===== src/rtl/mips_wb_pkg.sv =====
// ============================================================================
// Module      : mips_wb_pkg
// Description : Shared widths, buffered write-back entry type and the
//               byte zero-extension helper for the register write-back unit.
// Revision    : 1.0 - initial release
// ============================================================================
`default_nettype none

package mips_wb_pkg;

  localparam int DATA_W = 32;
  localparam int ADDR_W = 5;

  // One buffered result. 'reg' is a keyword, so the destination is dst_reg.
  typedef struct packed {
    logic [ADDR_W-1:0] dst_reg;
    logic [DATA_W-1:0] data;
    logic              byte_op;
  } wb_entry_t;

  // Byte operations keep only the low byte, zero-extended to full width.
  function automatic logic [DATA_W-1:0] zext_byte(input logic [DATA_W-1:0] d,
                                                  input logic              is_byte);
    return is_byte ? {{(DATA_W-8){1'b0}}, d[7:0]} : d;
  endfunction

endpackage

`default_nettype wire


===== src/rtl/reg_writeback_unit_if.sv =====
// ============================================================================
// Module      : reg_writeback_unit_if
// Description : Valid/ready result handshake from the execute/memory stages
//               into the write-back buffer.
// Revision    : 1.0 - initial release
// ============================================================================
`default_nettype none

interface reg_writeback_unit_if;
  import mips_wb_pkg::*;

  logic              wb_valid;
  logic              wb_ready;
  logic [ADDR_W-1:0] wb_reg;
  logic [DATA_W-1:0] wb_data;
  logic              wb_byte;

  modport master (output wb_valid, wb_reg, wb_data, wb_byte, input wb_ready);
  modport slave  (input wb_valid, wb_reg, wb_data, wb_byte, output wb_ready);

endinterface

`default_nettype wire


===== src/rtl/wb_fifo2.sv =====
// ============================================================================
// Module      : wb_fifo2
// Description : Two-entry write-back FIFO with flush. Exposes the head (oldest)
//               and the other slot (youngest when full) for bypass compare,
//               plus a registered ready derived from the next occupancy.
// Revision    : 1.0 - initial release
// ============================================================================
`default_nettype none

module wb_fifo2
  import mips_wb_pkg::*;
#(
  parameter int DEPTH = 2
) (
  input  wire logic      clk,
  input  wire logic      rst_n,
  input  wire logic      push,
  input  wire wb_entry_t push_entry,
  input  wire logic      pop,
  input  wire logic      flush,
  output logic [1:0]     count,
  output logic           ready,
  output wb_entry_t      head,
  output wb_entry_t      young
);

  localparam logic [1:0] FULL = 2'(DEPTH);

  wb_entry_t  mem [2];
  logic       rd_ptr;
  logic       wr_ptr;
  logic [1:0] count_nx;
  logic       do_push;
  logic       do_pop;

  // Flush overrides both directions; full/empty guards keep pointers sane.
  assign do_push = push && !flush && (count != FULL);
  assign do_pop  = pop  && !flush && (count != 2'd0);

  // Next occupancy, shared by the count register and the ready register.
  always_comb begin
    count_nx = count;
    if (flush) begin
      count_nx = 2'd0;
    end else begin
      case ({do_push, do_pop})
        2'b10:   count_nx = count + 2'd1;
        2'b01:   count_nx = count - 2'd1;
        default: count_nx = count;
      endcase
    end
  end

  // Storage, pointers, occupancy and registered ready.
  always_ff @(posedge clk or negedge rst_n) begin
    if (!rst_n) begin
      count  <= 2'd0;
      ready  <= 1'b0;
      rd_ptr <= 1'b0;
      wr_ptr <= 1'b0;
      for (int i = 0; i < 2; i++) mem[i] <= '0;
    end else begin
      count <= count_nx;
      ready <= (count_nx < FULL);
      if (flush) begin
        rd_ptr <= 1'b0;
        wr_ptr <= 1'b0;
      end else begin
        if (do_push) begin
          mem[wr_ptr] <= push_entry;
          wr_ptr      <= ~wr_ptr;
        end
        if (do_pop) rd_ptr <= ~rd_ptr;
      end
    end
  end

  // With two slots the non-head slot always holds the younger entry.
  assign head  = mem[rd_ptr];
  assign young = mem[~rd_ptr];

endmodule

`default_nettype wire


===== src/rtl/reg_writeback_unit.sv =====
// ============================================================================
// Module      : reg_writeback_unit
// Description : Write-back front end for the 32x32 register block. Buffers
//               results, drains one per cycle into the register write port
//               under rf_stall, and forwards buffered values to two readers.
// Revision    : 1.0 - initial release
// ============================================================================
`default_nettype none

module reg_writeback_unit
  import mips_wb_pkg::*;
#(
  parameter int DEPTH = 2
) (
  input  wire logic              clk,
  input  wire logic              rst_n,
  reg_writeback_unit_if.slave    wb,
  input  wire logic              flush,
  input  wire logic              rf_stall,
  output logic                   regWrite,
  output logic [ADDR_W-1:0]      write_reg,
  output logic [DATA_W-1:0]      write_data,
  output logic                   byteOperations,
  input  wire logic [ADDR_W-1:0] read_reg1,
  input  wire logic [ADDR_W-1:0] read_reg2,
  output logic                   byp_hit1,
  output logic                   byp_hit2,
  output logic [DATA_W-1:0]      byp_data1,
  output logic [DATA_W-1:0]      byp_data2
);

  wb_entry_t         in_entry;
  wb_entry_t         head;
  wb_entry_t         young;
  logic [1:0]        count;
  logic              ready;
  logic              push;
  logic              head_valid;
  logic              young_valid;
  logic [ADDR_W-1:0] rd_addr [2];
  logic              hit     [2];
  logic [DATA_W-1:0] hit_data[2];

  // Entry stored at the tail: data is extended before it is buffered.
  always_comb begin
    in_entry.dst_reg = wb.wb_reg;
    in_entry.data    = zext_byte(wb.wb_data, wb.wb_byte);
    in_entry.byte_op = wb.wb_byte;
  end

  // Register 0 results are acknowledged but never buffered.
  assign push        = wb.wb_valid && ready && (wb.wb_reg != '0);
  assign wb.wb_ready = ready;

  assign head_valid  = (count != 2'd0);
  assign young_valid = (count == 2'd2);

  assign regWrite       = head_valid && !rf_stall && !flush;
  assign write_reg      = head_valid ? head.dst_reg : '0;
  assign write_data     = head_valid ? head.data    : '0;
  assign byteOperations = head_valid && head.byte_op;

  wb_fifo2 #(
    .DEPTH (DEPTH)
  ) u_fifo (
    .clk        (clk),
    .rst_n      (rst_n),
    .push       (push),
    .push_entry (in_entry),
    .pop        (regWrite),
    .flush      (flush),
    .count      (count),
    .ready      (ready),
    .head       (head),
    .young      (young)
  );

  assign rd_addr[0] = read_reg1;
  assign rd_addr[1] = read_reg2;

  generate
    for (genvar i = 0; i < 2; i++) begin : g_byp
      logic              hit_l;
      logic [DATA_W-1:0] data_l;
      // Youngest match wins; the head still forwards while it is being written.
      always_comb begin
        hit_l  = 1'b0;
        data_l = '0;
        if (rd_addr[i] != '0) begin
          if (young_valid && (young.dst_reg == rd_addr[i])) begin
            hit_l  = 1'b1;
            data_l = young.data;
          end else if (head_valid && (head.dst_reg == rd_addr[i])) begin
            hit_l  = 1'b1;
            data_l = head.data;
          end
        end
      end
      assign hit[i]      = hit_l;
      assign hit_data[i] = data_l;
    end
  endgenerate

  assign byp_hit1  = hit[0];
  assign byp_hit2  = hit[1];
  assign byp_data1 = hit_data[0];
  assign byp_data2 = hit_data[1];

endmodule

`default_nettype wire

===== src/flat_wrapper.sv =====
// flat-port wrapper written by rule: the top's interface ports become plain ports
module reg_writeback_unit_flat import mips_wb_pkg::*;
#(
  parameter int DEPTH = 2
)
  (clk, rst_n, flush, rf_stall, regWrite, write_reg, write_data, byteOperations, read_reg1, read_reg2, byp_hit1, byp_hit2, byp_data1, byp_data2, wb_wb_valid, wb_wb_reg, wb_wb_data, wb_wb_byte, wb_wb_ready);
  reg_writeback_unit_if wb_i ();
  input  wire logic clk;
  input  wire logic rst_n;
  input  wire logic flush;
  input  wire logic rf_stall;
  output logic regWrite;
  output logic [ADDR_W-1:0] write_reg;
  output logic [DATA_W-1:0] write_data;
  output logic byteOperations;
  input  wire logic [ADDR_W-1:0] read_reg1;
  input  wire logic [ADDR_W-1:0] read_reg2;
  output logic byp_hit1;
  output logic byp_hit2;
  output logic [DATA_W-1:0] byp_data1;
  output logic [DATA_W-1:0] byp_data2;
  input wire logic [$bits(wb_i.wb_valid)-1:0] wb_wb_valid;
  input wire logic [$bits(wb_i.wb_reg)-1:0] wb_wb_reg;
  input wire logic [$bits(wb_i.wb_data)-1:0] wb_wb_data;
  input wire logic [$bits(wb_i.wb_byte)-1:0] wb_wb_byte;
  output wire logic [$bits(wb_i.wb_ready)-1:0] wb_wb_ready;
  assign wb_i.wb_valid = wb_wb_valid;
  assign wb_i.wb_reg = wb_wb_reg;
  assign wb_i.wb_data = wb_wb_data;
  assign wb_i.wb_byte = wb_wb_byte;
  assign wb_wb_ready = wb_i.wb_ready;
  reg_writeback_unit #(.DEPTH(DEPTH)) u_core (.clk(clk), .rst_n(rst_n), .wb(wb_i), .flush(flush), .rf_stall(rf_stall), .regWrite(regWrite), .write_reg(write_reg), .write_data(write_data), .byteOperations(byteOperations), .read_reg1(read_reg1), .read_reg2(read_reg2), .byp_hit1(byp_hit1), .byp_hit2(byp_hit2), .byp_data1(byp_data1), .byp_data2(byp_data2));
endmodule

===== config.mk =====
export PLATFORM = sky130hd
export DESIGN_NAME = reg_writeback_unit_flat
export DESIGN_NICKNAME = d
export VERILOG_FILES = /design/src/rtl/mips_wb_pkg.sv /design/src/rtl/reg_writeback_unit_if.sv /design/src/rtl/wb_fifo2.sv /design/src/rtl/reg_writeback_unit.sv /design/src/flat_wrapper.sv
export SDC_FILE = /design/constraint.sdc
export NUM_CORES = 1
export LEC_CHECK = 0
export CORE_AREA = 2 2 149 151
export CTS_CLUSTER_SIZE = 14
export DETAILED_ROUTE_END_ITERATION = 10
export DIE_AREA = 0 0 151 153
export PLACE_DENSITY_LB_ADDON = 0.12
export SLEW_MARGIN = 30
export SYNTH_ARGS = -nofsm -noshare
export SYNTH_HDL_FRONTEND = slang
export SYNTH_HIERARCHICAL = 1
export SYNTH_SLANG_ARGS = --single-unit

===== constraint.sdc =====
create_clock -name clk -period 3 [get_ports clk]
set_input_delay 0.45 -clock clk [delete_from_list [all_inputs] [get_ports clk]]
set_output_delay 0.45 -clock clk [all_outputs]
set_load 0.03 [all_outputs]

* After elaboration in Yosys (flattened, before gate mapping)
Cells that the tools add are included.
Word-level totals: register bits 81, bits in latches 0, memory bits (writable) 0, ROM bits 0, bits of input ports 53, output and inout port bits 106, word-level logic and storage cells 84, memories 0
Cells by class: add/sub/neg operators 2, multipliers 0, div/mod/pow operators 0, $lt $le $gt $ge 5, equality and inequality tests 8, shift operators 0, mux-type cells 30, bitwise operators 6, reduce and logical (&&, ||, !) cells 23
Operators with widths (count):
- $mux 38 | 7
- $mux 32 | 8
- $bwmux 76 | 1
- $demux 38 s1 | 1
- $eq 5x5->1 | 4
- $reduce_bool 5->1 | 3
- $logic_and 1x1->1 | 14
- $mux 1 | 10
- $ge 2x2->1 const B | 3
- $not 1->2 | 3
- $reduce_bool 2->1 | 3
- $mux 5 | 1
- $eq 2x2->1 const B | 2
- $pmux 2 s2 | 1
- $not 1->1 | 3
- $add 2x1->2 const B | 1
- $eq 2x1->1 const B | 1
- $logic_not 1->1 | 2
- $lt 2x1->1 const B | 1
- $lt 2x2->1 const B | 1
- $mux 2 | 1
- $ne 2x2->1 const B | 1
- $reduce_and 2->1 | 1
- $sub 2x1->2 const B | 1

* Longest topological paths before layout
depth in word-level cells 9, mapped depth 10, depth with buffers taken out 9

* By module
Netlist, hierarchy kept.
Modules (own cells, without submodules):
- wb_fifo2 | instances 1, cells an instance 277, area an instance 4086.4 µm², sequential area each 2026.9 µm²
- reg_writeback_unit | instances 1, cells an instance 339, area an instance 2287.2 µm², sequential area each 0.0 µm²

* Worst setup path after synthesis
Ideal clock, no wire load.
path kind register -> output, from reg u_core.u_fifo.rd_ptr, to out byp_hit1, arrival time 2814 ps, required time 2550 ps, setup slack -264 ps, cell stages (with the launch flop) 10, path buffers 4, cell sequence dfrtp_1 -> clkbuf_1 -> buf_1 -> mux2_2 -> xnor2_1 -> nand4_1 -> or3_1 -> buf_6 -> buf_8 -> a21boi_0
RTL lines:
- start, declared | RTL line wb_fifo2.sv:30 | logic rd_ptr;
- start signal, assigned | RTL line wb_fifo2.sv:73 | if (do_pop) rd_ptr <= ~rd_ptr;
- end, declared | RTL line flat_wrapper.sv:18 | output logic byp_hit1;

==> metrics.txt <==
status finished with violations; violated checks negative setup slack; worst reg-to-reg path cell count 7; CP startpoint kind flip-flop; Worst VDD drop 254 uV; CP max FO 12; setup slack, reg-to-reg 0.32 ns; CP arrival 2.69 ns; fmax 319 MHz; core area 21,500 um2; die area 23,100 um2; GPL Wtd Cong 0.915; Initial Util 29.6%; clk_skew 0.00789 ns; Max Cap Viol 0; Required @ worst endpoint 2.55 ns; vias in the first global route 5,785; number of hold violations in the final report 0; clk sinks 81; Lkg Pwr 0.00396 uW; share of layout cells above drive strength 1 46.9%; PortBufs 158; die width 151 um; Setup CP Type flip-flop to primary output; total global-route track usage 19.5%; Layout Nets 826; HP Class primary input to asynchronous set/reset pin; RSZ-0062 raised after global routing yes; Final ANT Viol Nets 0; Area Growth Syn to Fin 48.8%; maximum root-to-sink buffer count 2; vias 5,450; Post-DP HPWL 15,900 um; CTS tree done; DRT Pass-1 Iters 4; Worst-path clk slew 0.06 ns; Synth Area per Inst 10.3 um2; minimum clock period 3.14 ns; Worst R2R End u_core/u_fifo/count[1]; Min Hold Slack 0.147 ns; Worst-Skew Late Latency 0.34 ns; Wirelength per Cell 21.8 um; pin count of the biggest net entering global routing 67; number of placement rows 54; # DRC 0; Final WS setup -0.137 ns; CP Capture Type primary output; Mapped Area 6360 um2; routed vias/inst 5.16; Crit. Startpoint u_core/u_fifo/rd_ptr; yosys warns 6; Rel. slew slack 52.1%; Worst Tran Pin Value 0.717 ns; Setup-failing EPs final 65; initial antenna violation count 0; Clock Root Buffer clkbuf_16; syn_nets 670; Setup crit end byp_data1[1]; initial DRC count 290; die height 153 um; drt total wl 23,000 um; CTS buffer count 9; grt total ovfl 0; final period utilization 105%; first-pass GRT wire length 34,500 um; ANT cells 0; cts hold-fix bufs 0; Slew Limit Fails 0; Util after Layout 44.1%; Post-Synthesis Cells 615; RR Startpoint u_core/u_fifo/count[0]; pwr dens 432 nW/um2; # IOs 159; pre-CTS setup slack -0.0390 ns; CTS H-tree depth 3
[layout make-up]
cell class / count / area (um2)
clock buffers: 12 / 256
well taps: 280 / 350
inverters: 33 / 124
repair buffers: 203 / 2140
fillers: 2031 / 12000
multi-input cells: 443 / 4490
clock inverters: 4 / 75.1
flip-flops and latches: 81 / 2030
[state kept, by name, summed over array words and instances (netlist names)]
register and count:
u_core/u_fifo/mem 76, u_core/u_fifo/count 2, u_core/u_fifo/wr_ptr 1, u_core/u_fifo/rd_ptr 1, u_core/u_fifo/ready 1
[placed cells by master (no fill, tap or decap), types with 4 or more instances in the layout]
cell type        count
mux2_2             130
dfrtp_1             80
nor2b_1             64
clkdlybuf4s50_1     58
buf_4               55
buf_6               37
nand2_1             33
inv_1               33
nand3_1             32
a211oi_2            30
o21ai_0             29
o32ai_4             28
mux2_4              22
dlygate4sd2_1       17
dlymetal6s2s_1      16
buf_12              14
clkbuf_16           10
xor2_1               9
nor2_1               9
xnor2_1              8
o21ai_1              5
nand4_1              4
[report_power, final]
group / internal (uW) / leakage [uW] / total, uW / switching, uW
combinational: 694 / 0.00279 / 1400 / 704
sequential: 1320 / 0.00102 / 1470 / 155
clock: 775 / 0.000155 / 1220 / 447
[through the flow]
| step | power, uW | cells | area, um2 | TNS (ns) |
|---|---|---|---|---|
| finish | 4090 | 1056 | 9470 | -4.56 |
| CTS | 4130 | 1053 | 9360 | -6.53 |
| floorplan | 2410 | 615 | 6830 | -0.517 |
| global route | 4320 | 1056 | 9470 | -10.35 |
| global placement | 2790 | 1030 | 8730 | -0.0860 |
| detailed placement | 2820 | 1030 | 8730 | -0.177 |
[repair_timing]
item                                   CTS  global route
pin swaps                                3             2
resized for setup                       77            28
endpoints found under the hold margin    0             0
setup buffers                            8             1
setup endpoints to repair               66            82
gates cloned                             0             2
[worst min-delay path by stage]
stage / to / slack, ns
floorplan: u_core/u_fifo/count[0] / 0.15
global placement: u_core/u_fifo/mem[0] / 0.48
detailed placement: u_core/u_fifo/mem[0] / 0.50
CTS: u_core/u_fifo/mem[53] / 0.18
global route: u_core/u_fifo/mem[15] / 0.20
finish: u_core/u_fifo/mem[53] / 0.15
[worst max-delay path, cell delays in order, from the launching register on]
cell and delay [ns]:
dfrtp_4 0.53, buf_6 0.13, mux2_4 0.33, xor2_2 0.19
nor4_4 0.25, buf_4 0.17, and2_4 0.23, buf_12 0.21
o32ai_2 0.12, buf_4 0.18
[routing by layer]
| metal | routed length, um | part of all wire, % | GRT usage [%] |
|---|---|---|---|
| met5 | 0 | 0 | 0 |
| met4 | 230 | 1.0 | 4.45 |
| met3 | 1090 | 4.7 | 3.28 |
| met2 | 11300 | 49 | 32.6 |
| met1 | 10300 | 45 | 26.3 |
Power figures use the tool's default switching activity.
